File: config.mk
export PLATFORM = sky130hd
export DESIGN_NAME = hid_mc
export DESIGN_NICKNAME = d
export VERILOG_FILES = /design/src/rtl/hid_mc.sv
export SDC_FILE = /design/constraint.sdc
export NUM_CORES = 1
export LEC_CHECK = 0
export CORE_MARGIN = 2
export CORE_UTILIZATION = 59
export CTS_BUF_LIST = sky130_fd_sc_hd__clkbuf_8
export CTS_CLUSTER_DIAMETER = 40
export CTS_CLUSTER_SIZE = 16
export DETAILED_ROUTE_END_ITERATION = 8
export HOLD_SLACK_MARGIN = 0.12
export PLACE_DENSITY_LB_ADDON = 0.12
export SLEW_MARGIN = 20
export SYNTH_ARGS = -nofsm -noshare
export SYNTH_HDL_FRONTEND = slang
export SYNTH_SLANG_ARGS = --single-unit
File: constraint.sdc
create_clock -name clk -period 3.7 [get_ports clk]
set_clock_uncertainty 0.1 [all_clocks]
set_input_delay 0.74 -clock clk [delete_from_list [all_inputs] [get_ports clk]]
set_output_delay 0.74 -clock clk [all_outputs]
set_load 0.03 [all_outputs]
File: src/rtl/hid_mc.sv
// hid_mc: multi-channel HID receiver for the IO MCU byte link.
// Frames decode into keyboard matrix, joysticks, numpad and a mouse FIFO.
module hid_mc #(
   parameter int NUM_JOY     = 2,
   parameter int NUM_DB9     = 1,
   parameter int ROWS        = 8,
   parameter int COLS        = 8,
   parameter int MFIFO_DEPTH = 4
) (
   input  logic                   clk,
   input  logic                   reset_n,
   input  logic                   data_in_strobe,
   input  logic                   data_in_start,
   input  logic [7:0]             data_in,
   output logic [7:0]             data_out,
   input  logic [6*NUM_DB9-1:0]   db9_port,
   output logic                   irq,
   input  logic                   iack,
   output logic [8*NUM_JOY-1:0]   joystick,
   output logic [8*NUM_JOY-1:0]   joystick_a0,
   output logic [8*NUM_JOY-1:0]   joystick_a1,
   output logic [7:0]             numpad,
   output logic                   mod_key,
   output logic                   key_restore,
   output logic                   tape_play,
   input  logic [ROWS-1:0]        keyboard_matrix_out,
   output logic [COLS-1:0]        keyboard_matrix_in,
   output logic                   mouse_valid,
   input  logic                   mouse_ready,
   output logic [1:0]             mouse_btns,
   output logic [7:0]             mouse_x,
   output logic [7:0]             mouse_y,
   output logic                   mouse_overflow
);

   localparam int AW = (MFIFO_DEPTH > 1) ? $clog2(MFIFO_DEPTH) : 1;
   localparam int CW = AW + 1;

   localparam logic [7:0] CMD_STATUS = 8'd0;
   localparam logic [7:0] CMD_KEY    = 8'd1;
   localparam logic [7:0] CMD_MOUSE  = 8'd2;
   localparam logic [7:0] CMD_JOY    = 8'd3;
   localparam logic [7:0] CMD_DB9    = 8'd4;
   localparam logic [7:0] CMD_HK     = 8'd5;

   localparam logic [7:0] NJ8  = 8'(NUM_JOY);
   localparam logic [3:0] NDB4 = 4'(NUM_DB9);

   logic [3:0] state;
   logic [7:0] cmd;
   logic       byte_ok;

   assign byte_ok = data_in_strobe && !data_in_start && (state != 4'd0);

   always_ff @(posedge clk or negedge reset_n) begin
      if (!reset_n) begin
         state <= 4'd0;
         cmd   <= 8'd0;
      end else if (data_in_strobe && data_in_start) begin
         state <= 4'd1;
         cmd   <= data_in;
      end else if (byte_ok && state != 4'd15) begin
         state <= state + 4'd1;
      end
   end

   // mouse FIFO signals, needed by the status reply
   logic [17:0]   mem [MFIFO_DEPTH];
   logic [17:0]   head;
   logic [17:0]   push_data;
   logic [AW-1:0] wr_ptr;
   logic [AW-1:0] rd_ptr;
   logic [CW-1:0] mcount;
   logic [1:0]    m_btns;
   logic [7:0]    m_x;
   logic          push_req;
   logic          push;
   logic          pop;
   logic          full;
   logic          flush;

   logic [5:0] db9_sel;

   always_comb begin
      db9_sel = 6'd0;
      for (int p = 0; p < NUM_DB9; p++)
         if (state == 4'(p + 1)) db9_sel = db9_port[6*p +: 6];
   end

   always_ff @(posedge clk or negedge reset_n) begin
      if (!reset_n) begin
         data_out <= 8'd0;
      end else if (byte_ok) begin
         if (cmd == CMD_STATUS) begin
            case (state)
               4'd1:    data_out <= 8'h5C;
               4'd2:    data_out <= 8'h42;
               4'd3:    data_out <= NJ8;
               4'd4:    data_out <= {NDB4, 4'(mcount)};
               default: ;
            endcase
         end else if (cmd == CMD_DB9) begin
            data_out <= {2'b00, db9_sel};
         end
      end
   end

   logic [COLS-1:0] kb [ROWS];

   always_ff @(posedge clk or negedge reset_n) begin
      if (!reset_n) begin
         for (int r = 0; r < ROWS; r++) kb[r] <= '1;
      end else if (byte_ok && cmd == CMD_KEY) begin
         for (int r = 0; r < ROWS; r++)
            for (int c = 0; c < COLS; c++)
               if (data_in[2:0] == 3'(r) && data_in[5:3] == 3'(c))
                  kb[r][c] <= data_in[7];
      end else if (byte_ok && cmd == CMD_HK && state == 4'd1 && data_in[0]) begin
         for (int r = 0; r < ROWS; r++) kb[r] <= '1;
      end
   end

   always_comb begin
      keyboard_matrix_in = '1;
      for (int r = 0; r < ROWS; r++)
         if (!keyboard_matrix_out[r])
            keyboard_matrix_in = keyboard_matrix_in & kb[r];
   end

   logic [7:0] dev;

   always_ff @(posedge clk or negedge reset_n) begin
      if (!reset_n) begin
         dev         <= 8'd0;
         joystick    <= '0;
         joystick_a0 <= '0;
         joystick_a1 <= '0;
         numpad      <= 8'd0;
         m_btns      <= 2'd0;
         m_x         <= 8'd0;
      end else if (byte_ok) begin
         if (cmd == CMD_JOY) begin
            if (state == 4'd1) dev <= data_in;
            if (state == 4'd2 && dev == 8'h80) numpad <= data_in;
            for (int n = 0; n < NUM_JOY; n++) begin
               if (dev == 8'(n)) begin
                  case (state)
                     4'd2:    joystick[8*n +: 8]    <= data_in;
                     4'd3:    joystick_a0[8*n +: 8] <= data_in;
                     4'd4:    joystick_a1[8*n +: 8] <= data_in;
                     default: ;
                  endcase
               end
            end
         end else if (cmd == CMD_MOUSE) begin
            if (state == 4'd1) m_btns <= data_in[1:0];
            if (state == 4'd2) m_x <= data_in;
         end
      end
   end

   assign mod_key     = numpad[5];
   assign key_restore = numpad[6];
   assign tape_play   = numpad[7];

   assign push_req    = byte_ok && cmd == CMD_MOUSE && state == 4'd3;
   assign full        = mcount == CW'(MFIFO_DEPTH);
   assign mouse_valid = mcount != '0;
   assign pop         = mouse_valid && mouse_ready;
   assign push        = push_req && (!full || pop);
   assign flush       = byte_ok && cmd == CMD_HK && state == 4'd1 && data_in[1];
   assign push_data   = {m_btns, m_x, data_in};

   always_ff @(posedge clk) begin
      if (push && !flush) mem[wr_ptr] <= push_data;
   end

   // head tracks the oldest entry so consumers see registered outputs
   always_ff @(posedge clk or negedge reset_n) begin
      if (!reset_n) begin
         wr_ptr         <= '0;
         rd_ptr         <= '0;
         mcount         <= '0;
         mouse_overflow <= 1'b0;
         head           <= '0;
      end else if (flush) begin
         wr_ptr         <= '0;
         rd_ptr         <= '0;
         mcount         <= '0;
         mouse_overflow <= 1'b0;
      end else begin
         if (push) wr_ptr <= wr_ptr + AW'(1);
         if (pop) rd_ptr <= rd_ptr + AW'(1);
         if (push && !pop) mcount <= mcount + CW'(1);
         else if (pop && !push) mcount <= mcount - CW'(1);
         if (push_req && !push) mouse_overflow <= 1'b1;
         if (pop) begin
            if (mcount > CW'(1)) head <= mem[rd_ptr + AW'(1)];
            else if (push) head <= push_data;
         end else if (push && !mouse_valid) begin
            head <= push_data;
         end
      end
   end

   assign mouse_btns = head[17:16];
   assign mouse_x    = head[15:8];
   assign mouse_y    = head[7:0];

   logic [6*NUM_DB9-1:0] shadow;
   logic                 armed;
   logic                 primed;
   logic                 rearm;
   logic                 change;

   assign rearm  = byte_ok && cmd == CMD_DB9 && state == 4'd1;
   assign change = armed && (db9_port != shadow);

   always_ff @(posedge clk or negedge reset_n) begin
      if (!reset_n) begin
         shadow <= '0;
         armed  <= 1'b0;
         primed <= 1'b0;
         irq    <= 1'b0;
      end else begin
         primed <= 1'b1;
         if (!primed || armed || rearm) shadow <= db9_port;
         if (change) armed <= 1'b0;
         else if (rearm) armed <= 1'b1;
         if (change) irq <= 1'b1;
         else if (iack) irq <= 1'b0;
      end
   end

endmodule

After elaboration in Yosys (flattened, before gate mapping)
Memories as Yosys holds them, arrays and structs flattened. Cells that the tools add are included.

$add $sub $neg: 5. Magnitude comparators: 1. Eq/ne operators: 94. Reductions and logical operators: 188. Mux-type cells: 99. Bitwise operators: 9.

Operators with widths (count): $mux 64 (2); $ne 2x1->1 const B (64); $reduce_and 2->1 (64); $logic_and 1x1->1 (86); $mux 8 (10); $mux 1 (72); $mux 18 (4); $and 8x8->8 (7); $pmux 8 s4 (1); $reduce_and 4->1 (8); $eq 3x3->1 const B (9); $reduce_bool 2->1 (9); $eq 8x1->1 const B (2); $eq 8x2->1 const B (2); $eq 8x3->1 const B (2); $logic_not 8->1 (2); $eq 3x2->1 const B (4); $reduce_and 3->1 (4); $mux 3 (3); $eq 4x2->1 const B (2); $eq 8x8->1 const B (1); $mux 2 (4); $mux 4 (2); $logic_not 1->1 (7); 18 further kinds (25).

Memory bits (writable): 72. Memories: 1. Logic and storage cells: 483. Output and inout port bits: 96. Bits in registers: 193. Bits of input ports: 28.

Memory list: mem (words 4, width 18, read ports 1, clocked after memory_dff 0, write ports 1, line 68) `logic [17:0] mem [MFIFO_DEPTH];`.

Depth between registers and ports, before layout
Depth in word-level cells: 15. Depth in mapped cells: 8. Gate-level depth less buffers: 6.

Least setup slack after synthesis
OpenSTA, ideal clock, no wires.

Kind: input-to-output. Start point: input keyboard_matrix_out[6]. End point: output keyboard_matrix_in[3]. Path buffers: 1. Stages: 3. Setup slack: 776 ps. Arrival: 2084 ps. Data required time: 2860 ps. Path through: clkbuf_1 -> o22ai_1 -> nor4_1.

Longest elaborated chain between the ends: 3.

Ends and longest elaborated chain: start, declared (line 26) `input logic [ROWS-1:0] keyboard_matrix_out,`; $mux 8 * (line 126) `if (!keyboard_matrix_out[r])`; $and 8x8->8 (line 127) `keyboard_matrix_in = keyboard_matrix_in & kb[r];`; $mux 8 * (line 126); end, declared (line 27) `output logic [COLS-1:0] keyboard_matrix_in,`.

Every way passes the cells marked *; elsewhere a longest branch is shown, timed or not.

Final worst setup path
Start point: input keyboard_matrix_out[1]. End point: output keyboard_matrix_in[6].

Longest elaborated chain between the ends: 13.

Ends and longest elaborated chain (line): $mux 8 * (126); $and 8x8->8 (127); $mux 8 * (126); $and 8x8->8 (127); $mux 8 * (126); $and 8x8->8 (127); $mux 8 * (126); $and 8x8->8 (127); $mux 8 * (126); $and 8x8->8 (127); $mux 8 * (126); $and 8x8->8 (127); $mux 8 * (126).

Marked as above.

==> Implementation_results.wiki <==
{| class="wikitable"
! Metric !! Value
|-
| Achievable clock frequency || between 200 and 300 MHz
|-
| Leakage || ~0.0058 uW
|-
| Global-route met1 utilization || between 40% and 50%
|-
| Reg clk slew, reported paths || ~0.070 ns
|-
| Gr busiest metal || met2
|-
| Quantity of hold-fixing buffers added after cts || 0
|-
| Antenna violations before repair || 0
|-
| Number of clock sinks || 264
|-
| Post-synthesis average cell area || between 10 and 15 um2
|-
| Number of enable-type register cells in the synthesized netlist || 72
|-
| Total of flip-flops plus latches after synthesis || between 200 and 300
|-
| Number of ports placed on the die boundary || 124
|-
| Post-detailed-placement cell area || approximately 0.014 mm2
|-
| Portion of the post-synthesis area used by sequential elements || between 50 and 60%
|-
| Power density relative to cell area || 546 mW/mm2
|-
| WP data required || 2.86 ns
|-
| Sum of net half-perimeters after detailed placement || between 15 and 20 mm
|-
| Maximum number of pins on one net before global-route repair || 91
|-
| Final cell utilization of the core || between 70 and 80%
|-
| Number of antenna diodes || 0
|-
| Fraction of met2 tracks used by global routing || approximately 44%
|-
| Detailed-route wire length per cell || 22.7 um
|-
| Number of fill cells || 1503
|-
| Port-buffer cells || between 100 and 150
|-
| Count of pins over their slew limit || 0
|-
| Overall die height || 150 um
|-
| Ratio of final minimum period to clock period || about 94%
|-
| Vias || a little over 9000
|-
| Clock latency on the worst-skew pair || around 0.55 ns
|-
| Final net count || between 1000 and 1500
|-
| Maximum ir drop on the vdd rail || roughly 0.42 mV
|-
| Largest fanout on the critical path || 8
|-
| Endpoint class of the critical path || output port
|-
| Met3 track demand over resource in global routing || 6.03%
|-
| Cell Area, Synth || 0.0126 mm2
|-
| Aggregate routed wire length || about 32 mm
|-
| Net Count, Synth || 1071
|-
| Initial DRC count || ~790
|-
| Number of failing hold endpoints at the final stage || 0
|-
| CP startpoint kind || input port
|-
| Worst setup slack after placement || between 0.2 and 0.3 ns
|-
| Top-count cell post-synth || dfrtp_1
|-
| Async SR Flop Fraction || between 70% and 80%
|-
| Shortest clock period the worst path allows after layout || between 3 and 4 ns
|-
| Largest cells by area after synthesis || dfrtp_1 25%, edfxtp_1 17%, dfstp_2 13%
|-
| Slew at the pin closest to its max-slew limit || between 1 and 1.5 ns
|-
| Post-route antenna net violation count || 0
|-
| Share of the synthesized area in the top cell type || 25.4%
|-
| Die extent in x || around 150 um
|-
| Layout overhead on the synthesized area || 17.0%
|-
| Gp weighted congestion || about 0.87
|-
| Clock tree from TritonCTS || built
|-
| Detailed-router iteration count before antenna repair || 5
|-
| Standard-cell rows || 53
|-
| Min-delay worst type || input port to asynchronous set/reset pin
|-
| Layout cells sized above 1 || between 10% and 20%
|-
| Syn Inst Count || 1032
|-
| Effective utilization at floorplan || 60.0%
|-
| # DRC || 0
|-
| Final setup slack of the worst path || around 0.23 ns
|-
| Routed via count divided by cell count || about 6.5
|-
| Critical Path AT || 2.63 ns
|-
| Library cell used as clock root buffer || clkbuf_8
|-
| Setup TNS after final layout || 0 ns
|-
| Cell taking the most area after synthesis || dfrtp_1
|-
| Setup repair after global routing missed its margin || no
|-
| Cell variety after synth || 68
|-
| Total grt overflow || 0
|-
| Max_slew headroom || around 32%
|-
| First-pass GRT wire length || ~51 mm
|-
| GRT Overall Usage || 29.0%
|-
| Synth top cells by count || 128 x dfrtp_1, 90 x clkbuf_1, 77 x mux2_1
|-
| Number of synthesis warnings || 0
|-
| Num CTS Buffers || 36
|-
| Finished Cell Area || between 0.01 and 0.015 mm2
|-
| Count of endpoints failing setup in the final report || 0
|-
| Setup fix buffers added after clock tree synthesis || 0
|-
| Number of max-cap violations || 0
|-
| Kind of critical path || input port to output port
|-
| Die Footprint || between 0.02 and 0.025 mm2
|-
| Most common flop cell mapped by yosys || dfrtp_1
|-
| Post-CTS sizing || 0
|-
| H-tree levels || 2
|-
| Max Buffers Root-to-Sink || 3
|-
| Via count of the first global-routing pass || between 8000 and 9000
|-
| Result of the run || completed
|-
| Core ar. || 0.0210 mm2
|}
path summary, 6_finish.rpt:
check                                             from                     to  slack (ns)  cells past startpoint
max in group asynchronous                      reset_n                  kb[0]        2.36                      2
worst min register to register                 head[7]                head[7]        0.39                      1
worst max register to register                state[1]              mem[1][7]        0.57                      6
worst min-delay path                           reset_n                head[6]        0.17                      1
min in group clk                               head[7]                head[7]        0.39                      1
worst max-delay path            keyboard_matrix_out[1]  keyboard_matrix_in[6]        0.23                      4
metrics by stage:
stage	total power, uW	cells	hold slack [ns]
after floorplan	4900	1032	0.344
after global placement	5570	1344	0.368
after detailed placement	5610	1344	0.372
after CTS	8100	1408	0.183
after global routing	8430	1408	0.212
final	8060	1408	0.166
cell type report:
cell class	instances	area (um2)	area share, %
sequential	264	7050	47.7
multi-input combinational	641	5050	34.2
timing repair buffer	152	1460	9.91
clock buffer	41	564	3.82
tap	275	344	2.33
clock inverter	23	243	1.64
inverter	12	45.0	0.305
where the power goes:
group / leakage (uW) / switching (uW) / internal (uW)
clock network: 0.000433 / 1200 / 1280
registers: 0.00299 / 280 / 3260
logic: 0.00239 / 1110 / 920
routing by layer:
metal  share of wire [%]  vias up
met2                  46      380
met4                 2.0        0
li1                    -     4075
met5                   0        -
met1                  43     4577
met3                 8.2       56
state kept, by name, indices dropped and copies added, names as in the netlist:
name	count
armed	1
cmd	8
data_out	7
dev	8
head	18
irq	1
joystick	16
joystick_a0	16
joystick_a1	16
kb	64
m_btns	2
m_x	8
mcount	3
mem	72
mouse_overflow	1
numpad	8
primed	1
rd_ptr	2
shadow	6
state	4
wr_ptr	2
worst max-delay path: stages:
cell             delay [ns]
clkdlybuf4s50_1        0.67
o22ai_1                0.13
nor4_1                 0.35
clkdlybuf4s50_1        0.73
cell families (layout without fill, tap and decap cells):
| logic type | count (synthesis) | count (layout) | synth area share [%] |
|---|---|---|---|
| simple gates | 254 | 254 | 11.3 |
| mux | 124 | 124 | 12.6 |
| other cells | 2 | 2 | 0.0596 |
| buf+inv | 127 | 228 | 4.09 |
| xor+xnor | 10 | 10 | 0.695 |
| flops | 264 | 264 | 55.9 |
| compound gates | 240 | 240 | 14.3 |
| fa+ha+maj | 11 | 11 | 1.09 |
cells in the final DEF (no fill, tap or decap), drive strengths merged, types with 6 or more instances in the layout:
cell	instances
o2bb2ai	18
clkbuf	42
nor3	70
o32a	62
or3b	8
mux2i	13
nand3	11
nand3b	7
a21oi	69
a31oi	19
ha	11
xnor2	6
inv	23
nor2	73
buf	30
o22ai	33
mux2	93
clkdlybuf4s50	121
and2	8
mux4	18
dfrtp	128
nand2	20
clkinv	8
nor4	13
edfxtp	72
nand4	8
dfstp	64
o211a	18
Power figures use the tool's default switching activity.
